**src/rtl/triple_ser_pkg.sv**
```systemverilog
// ============================================================================
// triple_ser_pkg : FSM state encoding and word-index constants shared by the
//                  triple-word serializer and its bench-facing sub-modules.
// Revision 1.0
// ============================================================================
`default_nettype none

package triple_ser_pkg;

   typedef enum logic [1:0] {
      IDLE = 2'd0,
      W1   = 2'd1,
      W2   = 2'd2,
      W3   = 2'd3
   } state_t;

   localparam logic [1:0] IDX_W1 = 2'd0;
   localparam logic [1:0] IDX_W2 = 2'd1;
   localparam logic [1:0] IDX_W3 = 2'd2;

endpackage : triple_ser_pkg

`default_nettype wire

```
**src/rtl/triple_hold_reg.sv**
```systemverilog
// ============================================================================
// triple_hold_reg : three-word capture register with a shared load enable.
// Revision 1.0
// ============================================================================
`default_nettype none

module triple_hold_reg #(
   parameter int p_width = 8
) (
   input  logic               clk,
   input  logic               rstN,
   input  logic               load,
   input  logic [p_width-1:0] word1_in,
   input  logic [p_width-1:0] word2_in,
   input  logic [p_width-1:0] word3_in,
   output logic [p_width-1:0] word1_out,
   output logic [p_width-1:0] word2_out,
   output logic [p_width-1:0] word3_out
);

   logic [p_width-1:0] word1_q, word1_d;
   logic [p_width-1:0] word2_q, word2_d;
   logic [p_width-1:0] word3_q, word3_d;

   always_comb begin
      word1_d = word1_q;
      word2_d = word2_q;
      word3_d = word3_q;
      if (load) begin
         word1_d = word1_in;
         word2_d = word2_in;
         word3_d = word3_in;
      end
   end

   // Clearing on reset guarantees an aborted group can never leak out later.
   always_ff @(posedge clk or negedge rstN) begin
      if (!rstN) begin
         word1_q <= '0;
         word2_q <= '0;
         word3_q <= '0;
      end else begin
         word1_q <= word1_d;
         word2_q <= word2_d;
         word3_q <= word3_d;
      end
   end

   assign word1_out = word1_q;
   assign word2_out = word2_q;
   assign word3_out = word3_q;

endmodule : triple_hold_reg

`default_nettype wire

```
**src/rtl/triple_word_serializer.sv**
```systemverilog
// ============================================================================
// triple_word_serializer : accepts a 3-word group and emits it one word per
//                          transfer. Optional outp_parity via TRIPLE_SER_PARITY_EN.
// Revision 1.0
// ============================================================================
`default_nettype none

module triple_word_serializer
   import triple_ser_pkg::*;
#(
   parameter int p_width = 8
) (
   input  logic               clk,
   input  logic               rstN,
   input  logic               in_valid,
   output logic               in_ready,
   input  logic [p_width-1:0] inpdata_1,
   input  logic [p_width-1:0] inpdata_2,
   input  logic [p_width-1:0] inpdata_3,
   output logic               out_valid,
   input  logic               out_ready,
   output logic [p_width-1:0] outp_data,
   output logic [1:0]         outp_idx,
   output logic               outp_last,
`ifdef TRIPLE_SER_PARITY_EN
   output logic               outp_parity,
`endif
   output logic               busy
);

   state_t state_q, state_d;
   logic   accept;
   logic [p_width-1:0] word1, word2, word3;

   // W3 can hand over to a new group in the same cycle its last word leaves.
   assign in_ready = (state_q == IDLE) || ((state_q == W3) && out_ready);
   assign accept   = in_valid && in_ready;
   assign busy     = (state_q != IDLE);

   triple_hold_reg #(
      .p_width(p_width)
   ) u_hold (
      .clk      (clk),
      .rstN     (rstN),
      .load     (accept),
      .word1_in (inpdata_1),
      .word2_in (inpdata_2),
      .word3_in (inpdata_3),
      .word1_out(word1),
      .word2_out(word2),
      .word3_out(word3)
   );

   always_comb begin
      state_d = state_q;
      case (state_q)
         IDLE:    if (accept)    state_d = W1;
         W1:      if (out_ready) state_d = W2;
         W2:      if (out_ready) state_d = W3;
         W3:      if (out_ready) state_d = accept ? W1 : IDLE;
         default: state_d = IDLE;
      endcase
   end

   always_ff @(posedge clk or negedge rstN) begin
      if (!rstN) state_q <= IDLE;
      else       state_q <= state_d;
   end

   // Outputs decode straight from state so an async reset clears them at once.
   always_comb begin
      out_valid = 1'b0;
      outp_idx  = IDX_W1;
      outp_data = '0;
      case (state_q)
         W1: begin
            out_valid = 1'b1;
            outp_idx  = IDX_W1;
            outp_data = word1;
         end
         W2: begin
            out_valid = 1'b1;
            outp_idx  = IDX_W2;
            outp_data = word2;
         end
         W3: begin
            out_valid = 1'b1;
            outp_idx  = IDX_W3;
            outp_data = word3;
         end
         default: ;
      endcase
   end

   assign outp_last = (outp_idx == IDX_W3);

`ifdef TRIPLE_SER_PARITY_EN
   assign outp_parity = out_valid & (^outp_data);
`endif

endmodule : triple_word_serializer

`default_nettype wire

```
**config.mk**
```make
export PLATFORM = sky130hd
export DESIGN_NAME = triple_word_serializer
export DESIGN_NICKNAME = d
export VERILOG_FILES = /design/src/rtl/triple_ser_pkg.sv /design/src/rtl/triple_hold_reg.sv /design/src/rtl/triple_word_serializer.sv
export SDC_FILE = /design/constraint.sdc
export NUM_CORES = 1
export LEC_CHECK = 0
export ABC_AREA = 1
export BUFFER_PORTS_ARGS = -buffer_cell sky130_fd_sc_hd__buf_2
export CAP_MARGIN = 25
export CELL_PAD_IN_SITES_DETAIL_PLACEMENT = 1
export CELL_PAD_IN_SITES_GLOBAL_PLACEMENT = 1
export CORE_MARGIN = 3
export CORE_UTILIZATION = 36
export CTS_BUF_LIST = sky130_fd_sc_hd__clkbuf_4 sky130_fd_sc_hd__clkbuf_8 sky130_fd_sc_hd__clkbuf_16
export CTS_CLUSTER_DIAMETER = 60
export DETAILED_ROUTE_END_ITERATION = 8
export PLACE_DENSITY = 0.74
export REMOVE_ABC_BUFFERS = 1
export SLEW_MARGIN = 20
export SYNTH_ARGS = -nofsm -noshare
export SYNTH_HDL_FRONTEND = slang
export SYNTH_SLANG_ARGS = --single-unit
```
**constraint.sdc**
```tcl
create_clock -name clk -period 1.9 [get_ports clk]
set_input_delay 0 -clock clk [delete_from_list [all_inputs] [get_ports clk]]
set_output_delay 0 -clock clk [all_outputs]
set_load 0.02 [all_outputs]
```
* Word level (Yosys, flattened, before mapping) *
Cells that the tools add are included.

word-level totals
  register bits after elaboration = 26
  latch bits = 0
  memory bits (writable) = 0
  ROM bits = 0
  input port bits = 28
  output and inout bits = 14
  logic and storage cells = 28
  memories kept = 0

cells by class
  add/subtract/negate cells = 0
  multiply operators = 0
  divide/modulo/power cells = 0
  magnitude comparators = 0
  equality and inequality tests = 8
  shifts and indexed selects = 0
  mux-type cells = 9
  bitwise logic cells = 0
  reduce and logical (&&, ||, !) cells = 7

operators by type and width
  cell                                                                   count
  8-bit one-hot mux with 3 select lines                                  1
  2-bit two-way mux                                                      4
  2-bit inequality test, second input constant                           4
  2-bit one-hot mux with 4 select lines                                  1
  2-bit equality test, second input constant                             3
  2-bit one-hot mux with 2 select lines                                  1
  4-bit AND reduction                                                    1
  3-bit OR reduction                                                     1
  2-bit by 1-bit equality test with 1-bit output, second input constant  1
  1-bit logical AND                                                      2
  2-bit logical NOT                                                      1
  1-bit two-way mux                                                      2
  2-bit nonzero test                                                     1
  1-bit logical OR                                                       1

* Logic depth before layout (Yosys ltp) *
Gate-level depths: netlist (run 1).

  depth in word-level cells = 7
  depth in mapped cells = 9
  gate-level depth less buffers = 8

* Cells and area by module *
Synthesis (run 1) repeated with hierarchy kept, for this count alone.

second synthesis, totals
  cell total of the unflattened synthesis = 187
  area total of the unflattened synthesis = 1460.2 um2

modules (own cells, without submodules)
  module                  instances  cells an instance  area an instance (um2)  seq. area each (um2)
  triple_hold_reg         1          102                974.7                   600.6
  triple_word_serializer  1          85                 485.5                   50.0

* Least setup slack after synthesis (run 1) *
No wires, ideal clock.

  path kind = register -> register
  from = register state_q[0]
  to = register state_q[0]
  library setup time = 117 ps
  data arrival time = 1246 ps
  data required time = 1783 ps
  slack = 537 ps
  cell stages (with the launch flop) = 8
  path buffers = 1
  clock period less this slack = 1363 ps
  cells stage by stage = dfrtp_1 -> inv_1 -> ha_1 -> inv_2 -> buf_2 -> o21ai_0 -> nand2_1 -> nand2_1

between the ends
  word-level cells in the longest chain between the ends = 7
  elaborated cells on any way between the ends = 15
  classes of those cells = eq/ne (7); mux (3); reduce/logical (5)

RTL lines
  what                                   RTL line                                                    text
  start: declaration                     triple_word_serializer.sv:31                                state_t state_q, state_d;
  start signal: assignment               triple_word_serializer.sv:67                                else state_q <= state_d;
  2-bit equality test                    triple_word_serializer.sv:36, triple_word_serializer.sv:56
  1-bit logical AND                      triple_word_serializer.sv:36                                assign in_ready = (state_q == IDLE) || ((state_q == W3) && out_ready);
  1-bit logical OR                       triple_word_serializer.sv:36
  1-bit logical AND                      triple_word_serializer.sv:37                                assign accept = in_valid && in_ready;
  1-bit two-way mux                      triple_word_serializer.sv:60                                W3: if (out_ready) state_d = accept ? W1 : IDLE;
  2-bit two-way mux                      triple_word_serializer.sv:60
  2-bit one-hot mux with 4 select lines  triple_word_serializer.sv:56                                case (state_q)

Several ways; a longest one is shown, not always the timed one. The select of a mux whose other input is x is not followed.
A chain may end at the register's enable or synchronous reset.

* Worst setup path after layout (run 1) *
  from = register state_q[1]
  to = output port outp_data[4]

between the ends
  word-level cells in the longest chain between the ends = 2
  elaborated cells on any way between the ends = 4
  classes of those cells = eq/ne (3); mux (1)

RTL lines
  what                                                                                          RTL line                      text
  2-bit equality test / 2-bit by 1-bit equality test with 1-bit output (equally long branches)  triple_word_serializer.sv:75  case (state_q)
  8-bit one-hot mux with 3 select lines *                                                       triple_word_serializer.sv:75
  end: declaration                                                                              triple_word_serializer.sv:22  output logic [p_width-1:0] outp_data,

Every way passes the cells marked *; elsewhere a longest branch is shown, timed or not.

==> results of run 1 <==
-- worst max-delay path, delay by kind of cell, from the launching register on --
family / cells / cell delay (ps)
fa+ha+maj: 1 / 410
simple gates: 3 / 250
flops: 1 / 440
buf+inv: 3 / 370
-- repair_timing --
| item | 4_1_cts | 5_1_grt |
|---|---|---|
| setup endpoints to repair | 0 | 0 |
| endpoints found under the hold margin | 48 | 0 |
| hold buffers | 23 | 0 |
-- cells in the final DEF, fill, tap and decap left out, drive strengths merged --
cell type and instances:
nand2 94, buf 45, nand3 33, dfrtp 26, dlygate4sd3 23, inv 13, ha 6, clkbuf 3
o21ai 2, nor2 1, bufinv 1
-- registers in the layout, summed over array words and instances, names as in the netlist --
register and flops:
state_q 2, u_hold.word1_out 8, u_hold.word3_out 8, u_hold.word2_out 8
-- through the flow --
| step | instances | util (%) | total power [W] | hold slack (ps) | cell area [um^2] |
|---|---|---|---|---|---|
| floorplan | 175 | - | 0.002006 | -295.6 | 1334 |
| finish | 295 | 51.57 | 0.003039 | 4.213 | 1931 |
| detailed placement | 268 | 43.52 | 0.002568 | 43.22 | 1629 |
| CTS | 295 | 51.57 | 0.003085 | 3.941 | 1931 |
| global placement | 268 | 43.52 | 0.002490 | 32.22 | 1629 |
| global route | 295 | 51.57 | 0.003318 | 14.35 | 1931 |
-- power by group --
| group | switching (W) | internal (W) | total, W |
|---|---|---|---|
| combinational | 0.00105 | 0.000543 | 0.00159 |
| sequential | 0.000167 | 0.000823 | 0.000990 |
| clock | 0.000175 | 0.000282 | 0.000457 |
| total | 0.00139 | 0.00165 | 0.00304 |
-- synth_stat cells, drive strengths merged --
cell	count	area share (%)
buf	13	6.7
dfrtp	26	45
ha	6	5.2
inv	13	3.4
nand2	94	26
nand3	33	12
nor2	1	0.79
o21ai	2	0.70
-- cell families (layout without fill, tap and decap cells) --
logic type,count (synthesis),after routing,share of synthesized area (%)
adder cells (fa/ha/maj),6,6,5.249
AO/OA/AOI/OAI,2,2,0.6999
flip-flops,26,26,45.49
AND/OR/NAND/NOR,128,128,38.41
buffers and inverters,26,85,10.15
-- path summary, 6_finish.rpt --
| kind | slack, ps | depth (start not counted) | start | end |
|---|---|---|---|---|
| max | 150 | 7 | state_q[1]$_DFFE_PN0P_ | outp_data[4] |
| min | 4 | 3 | inpdata_3[5] | u_hold.word3_out[5]$_DFFE_PN0P_ |
| max reg2reg | 350 | 8 | state_q[0]$_DFFE_PN0P_ | state_q[0]$_DFFE_PN0P_ |
| min reg2reg | 480 | 2 | u_hold.word2_out[2]$_DFFE_PN0P_ | u_hold.word2_out[2]$_DFFE_PN0P_ |
| max in group asynchronous | 1250 | 2 | rstN | u_hold.word1_out[5]$_DFFE_PN0P_ |
| min in group asynchronous | 260 | 2 | rstN | u_hold.word3_out[7]$_DFFE_PN0P_ |
-- per-layer routing --
layer	vias up	part of all wire [%]	wire length, um	global-route usage [%]
met2	34	52	2073	31.67
met4	0	1.2	49	4.555
met5	-	0	0	0
li1	693	-	-	-
met3	6	2.9	118	1.749
met1	667	44	1775	21.87
-- cell type report --
cell class                 instances  area [um^2]
fill                             485         1813
tap                               48        60.06
clock buffer                       3        41.29
timing repair buffer              68        465.4
clock inverter                     1        30.03
multi-input combinational        136        634.4
sequential                        26        650.6
inverter                          13        48.80
==> reports/results.tsv, run 1 <==
stage	metric	value	unit
logic_synthesis	mapped cell area	1430	um^2
setup_path	critical setup path kind	flop to primary output	
die	Die Wd	69.03	um
clock_tree	H-tree levels	1	
sta	maximum clock rate	572.9	MHz
status	status	finished, final reports clean	
setup_path	crit start category	flop	
sta	slew margin rel.	60.48	%
die	num rows	22	
die	Starting Density	38.20	%
sta	period utilization	91.87	%
clock_tree	CTS Buf Count	3	
global_route	GRT Resource Usage Total	17.44	%
setup_path	largest stage delay on the critical path	440	ps
clock_tree	Worst-Skew Late Latency	270	ps
worst_hold_path	hold crit path type	input port to flop	
sta	final hold viol count	0	
route	initial DRC count	74	
route	DRT Wirelength	4016	um
global_route	largest net degree at the start of global routing	27	
route	WL per Instance	13.61	um
sta	Final setup viols	0	
place	RePlAce Congestion	0.7737	
logic_synthesis	Syn. warnings	0	
logic_synthesis	Post-Syn Instances	188	
pwr	pwr/cell area	1574	nW/um^2
setup_path	CP endpoint kind	primary output	
clock_tree	CTS tree	built	
cells_and_area	# nets final	282	
place	Setup WS pre-CTS	354.5	ps
sta	Max Slew Vio Count	0	
clock_tree	clk sinks	26	
clock_tree	Clock Tree Buf Depth	2	
logic_synthesis	Synth Register Bits	26	
sta	final worst setup slack	154.4	ps
setup_path	arrival time worst endpoint	1750	ps
logic_synthesis	Synth cell types	13	
cells_and_area	Area Growth Syn to Fin	35.00	%
sta	Worst-Margin Slew	592.8	ps
sta	setup TNS	0	ps
place	hpwl dp	2661	um
route	remaining antenna violation count after routing	0	
die	# IOs	42	
global_route	first-pass GRT wire length	6782	um
clock_tree	Resized Gates After CTS	0	
setup_path	Worst Path Required	1900	ps
route	vias	1400	
global_route	grt total ovfl	0	
die	Core Box Area	3744	um^2
logic_synthesis	post-synthesis sequential area ratio	45.49	%
pwr	Lkg Pwr	1.117	nW
clock_tree	root buf cell	clkbuf_8	
job	maxcap violations	0	
clock_tree	Post-CTS Repair Setup Buffers	0	
pwr	peak supply drop	0.6718	mV
clock_tree	clock transition at the registers of the reported paths	90	ps
cells_and_area	Ant. Diodes	0	
die	Die Span Y	69.03	um
die	die area	4765	um^2
route	routed vias/inst	4.746	
logic_synthesis	Mapped Avg Cell Area	7.607	um^2
place	PortBufs	41	
sta	Final Skew	7.772	ps
setup_path	Crit Path Max Fanout	9	
setup_path	crit path cell chain	inv_1 > ha_1 > nand2_1 > nand3_1 > nand2_1 > inv_1 > buf_2	
route	Residual DRC	0	
setup_path	Slowest-stage cell, CP	dfrtp_1	
route	DR pass1 iterations	4	
sta	crit path time final	1746	ps
cells_and_area	layout cells sized above 1	22.67	%
sta	RSZ-0062 raised after global routing	no	
global_route	initial antenna violation count	0	
global_route	vias in the first global route	1460	
Power figures use the tool's default switching activity.
==> run 2: changes to the inputs <==
--- a/config.mk
+++ b/config.mk
@@ -12,2 +12,3 @@
 export CELL_PAD_IN_SITES_GLOBAL_PLACEMENT = 1
+export CORE_ASPECT_RATIO = 1.75
 export CORE_MARGIN = 3
==> constraint.sdc (replaced) <==
create_clock -name clk -period 1.85 [get_ports clk]
set_input_delay 0 -clock clk [delete_from_list [all_inputs] [get_ports clk]]
set_output_delay 0 -clock clk [all_outputs]
set_load 0.1 [all_outputs]
==> run 2 against run 1 <==
  * Global-route usage up 2.1 points
  * Hold slack worse by 2.4 ps
  * Clock-buffer cell count unchanged
  * Wire length up 0.40%
  * Cell area up 5.8%
  * Critical path type unchanged
  * Critical endpoint is now busy
==> reports/results.tsv, run 2 (synthesis gave the netlist of run 1 again) <==
stage	metric	value	unit	change
status	status	finished, final reports clean		
die	Core Box Area	3737	um^2	-0.17%
sta	period utilization	95.94	%	
global_route	GRT Resource Usage Total	19.57	%	+2.1 points
route	DR pass1 iterations	4		unchanged
clock_tree	Post-CTS Repair Setup Buffers	0		unchanged
route	vias	1404		+0.29%
worst_hold_path	Hold EP	u_hold.word2_out[3]$_DFFE_PN0P_		
global_route	first-pass GRT wire length	6934	um	+2.2%
cells_and_area	layout cells sized above 1	23.17	%	+0.50 points
die	Die Wd	53.65	um	-22%
clock_tree	clk sinks	26		unchanged
sta	final hold slack	1.778	ps	-2.435 ps
cells_and_area	most common cell after layout, fill and taps aside	nand2_1		
cells_and_area	commonest non-fill, non-tap cells in the layout	nand2_1, nand3_1, buf_2		
cells_and_area	design area	2042	um^2	+5.8%
job	maxcap violations	0		unchanged
setup_path	r2r endpoint	u_hold.word1_out[7]$_DFFE_PN0P_		
global_route	vias in the first global route	1532		+4.9%
clock_tree	CTS Buf Count	3		unchanged
sta	setup TNS	0	ps	unchanged
clock_tree	H-tree levels	1		unchanged
global_route	largest net degree at the start of global routing	28		+3.7%
sta	Worst-Margin Slew	597.7	ps	+4.954 ps
worst_hold_path	hold crit path type	input port to flop		
cells_and_area	# nets final	282		unchanged
setup_path	worst r2r src	state_q[1]$_DFFE_PN0P_		
route	initial DRC count	7		-91%
route	remaining antenna violation count after routing	0		unchanged
cells_and_area	Fillers	464		-4.3%
route	Residual DRC	0		unchanged
route	WL per Instance	13.81	um	+1.4%
sta	final hold viol count	0		unchanged
setup_path	crit start category	flop		
sta	crit path time final	1775	ps	
clock_tree	Worst-Skew Late Latency	270	ps	about the same
setup_path	arrival time worst endpoint	1770	ps	+20 ps
die	die area	4795	um^2	+0.62%
die	# IOs	42		unchanged
setup_path	Worst Path Required	1850	ps	-50 ps
cells_and_area	final core utilization	54.64	%	+3.1 points
place	PortBufs	41		unchanged
sta	Max Slew Vio Count	0		unchanged
place	hpwl dp	2782	um	+4.6%
sta	slew margin rel.	60.15	%	-0.33 points
sta	maximum clock rate	563.4	MHz	
setup_path	R2R depth	7		-1
clock_tree	root buf cell	clkbuf_8		
cells_and_area	Area Growth Syn to Fin	42.78	%	
worst_hold_path	Hold Crit Depth	3		unchanged
clock_tree	clock transition at the registers of the reported paths	80	ps	about the same
die	Starting Density	38.27	%	+0.064 points
die	Die Span Y	89.38	um	+29%
place	Placed Area	1754	um^2	+7.7%
setup_path	CP endpoint kind	primary output		
setup_path	critical setup path kind	flop to primary output		
setup_path	Crit Path Max Fanout	11		+2
die	num rows	29		+32%
sta	Final Skew	1.915	ps	-5.857 ps
route	routed vias/inst	4.808		+1.3%
route	DRT Wirelength	4032	um	+0.40%
clock_tree	Clock Tree Buf Depth	2		unchanged
sta	RSZ-0062 raised after global routing	yes		
setup_path	reg2reg setup slack	250	ps	-100 ps
global_route	grt total ovfl	0		unchanged
worst_hold_path	Worst Min Path Start	inpdata_2[3]		
place	RePlAce Congestion	0.7501		-3.1%
sta	Final setup viols	0		unchanged
clock_tree	CTS tree	built		
cells_and_area	Ant. Diodes	0		unchanged
global_route	initial antenna violation count	0		unchanged
[run 2: cell types whose count changed in the layout (fill, tap and decap cells not counted), sizes merged]
cell / change
buf: -1
bufinv: -1
dlygate4sd3: +1
[run 2: cell type report]
cell class / instances / area (um^2) / area share (%)
clock buffer: 3 / 41.29 / 2.022
inverter: 13 / 48.80 / 2.390
multi-input combinational: 136 / 639.4 / 31.31
sequential: 26 / 651.9 / 31.92
tap: 46 / 57.56 / 2.819
timing repair buffer: 68 / 603.1 / 29.53
[run 2: worst max-delay path: stages, from the launching register on]
cell	delay, ps
dfrtp_1	440
inv_1	120
ha_1	230
inv_2	90
buf_4	180
buf_2	440
[run 2: what timing repair did]
action	CTS	global route
endpoints found under the hold margin	49	0
gates resized for setup	0	3
setup endpoints to repair	0	11
hold buffers	24	0
[run 2: how the worst max path moves through the flow]
stage,endpoint,start,depth (start not counted),slack (ps)
3_3_place_gp,u_hold.word2_out[7]$_DFFE_PN0P_,state_q[0]$_DFFE_PN0P_,7,370
6_report,busy,state_q[1]$_DFFE_PN0P_,5,80
2_1_floorplan,u_hold.word1_out[0]$_DFFE_PN0P_,state_q[0]$_DFFE_PN0P_,7,-650
3_5_place_dp,u_hold.word1_out[7]$_DFFE_PN0P_,state_q[1]$_DFFE_PN0P_,7,260
5_1_grt,busy,state_q[1]$_DFFE_PN0P_,5,-30
4_1_cts,outp_data[3],state_q[0]$_DFFE_PN0P_,7,30
[run 2: stage by stage]
stage          worst slack, ps  std cells
2_1_floorplan           -646.7        175
5_1_grt                 -26.05        292
3_5_place_dp             263.2        265
6_report                 75.03        292
3_3_place_gp             370.5        265
4_1_cts                  30.72        292
[run 2: per-layer routing]
layer	part of all wire, %	wire, um	track usage (%)	up-vias
met1	38	1540	22.73	683
met2	59	2366	37.54	25
met3	2.3	92	1.503	4
li1	-	-	-	692
met5	0	0	0	-
met4	0.82	33	4.186	0
Power of run 2 is left out: the tool's default activity adds up to more than one toggle a clock period on the data nets, which glitch-free logic cannot reach.
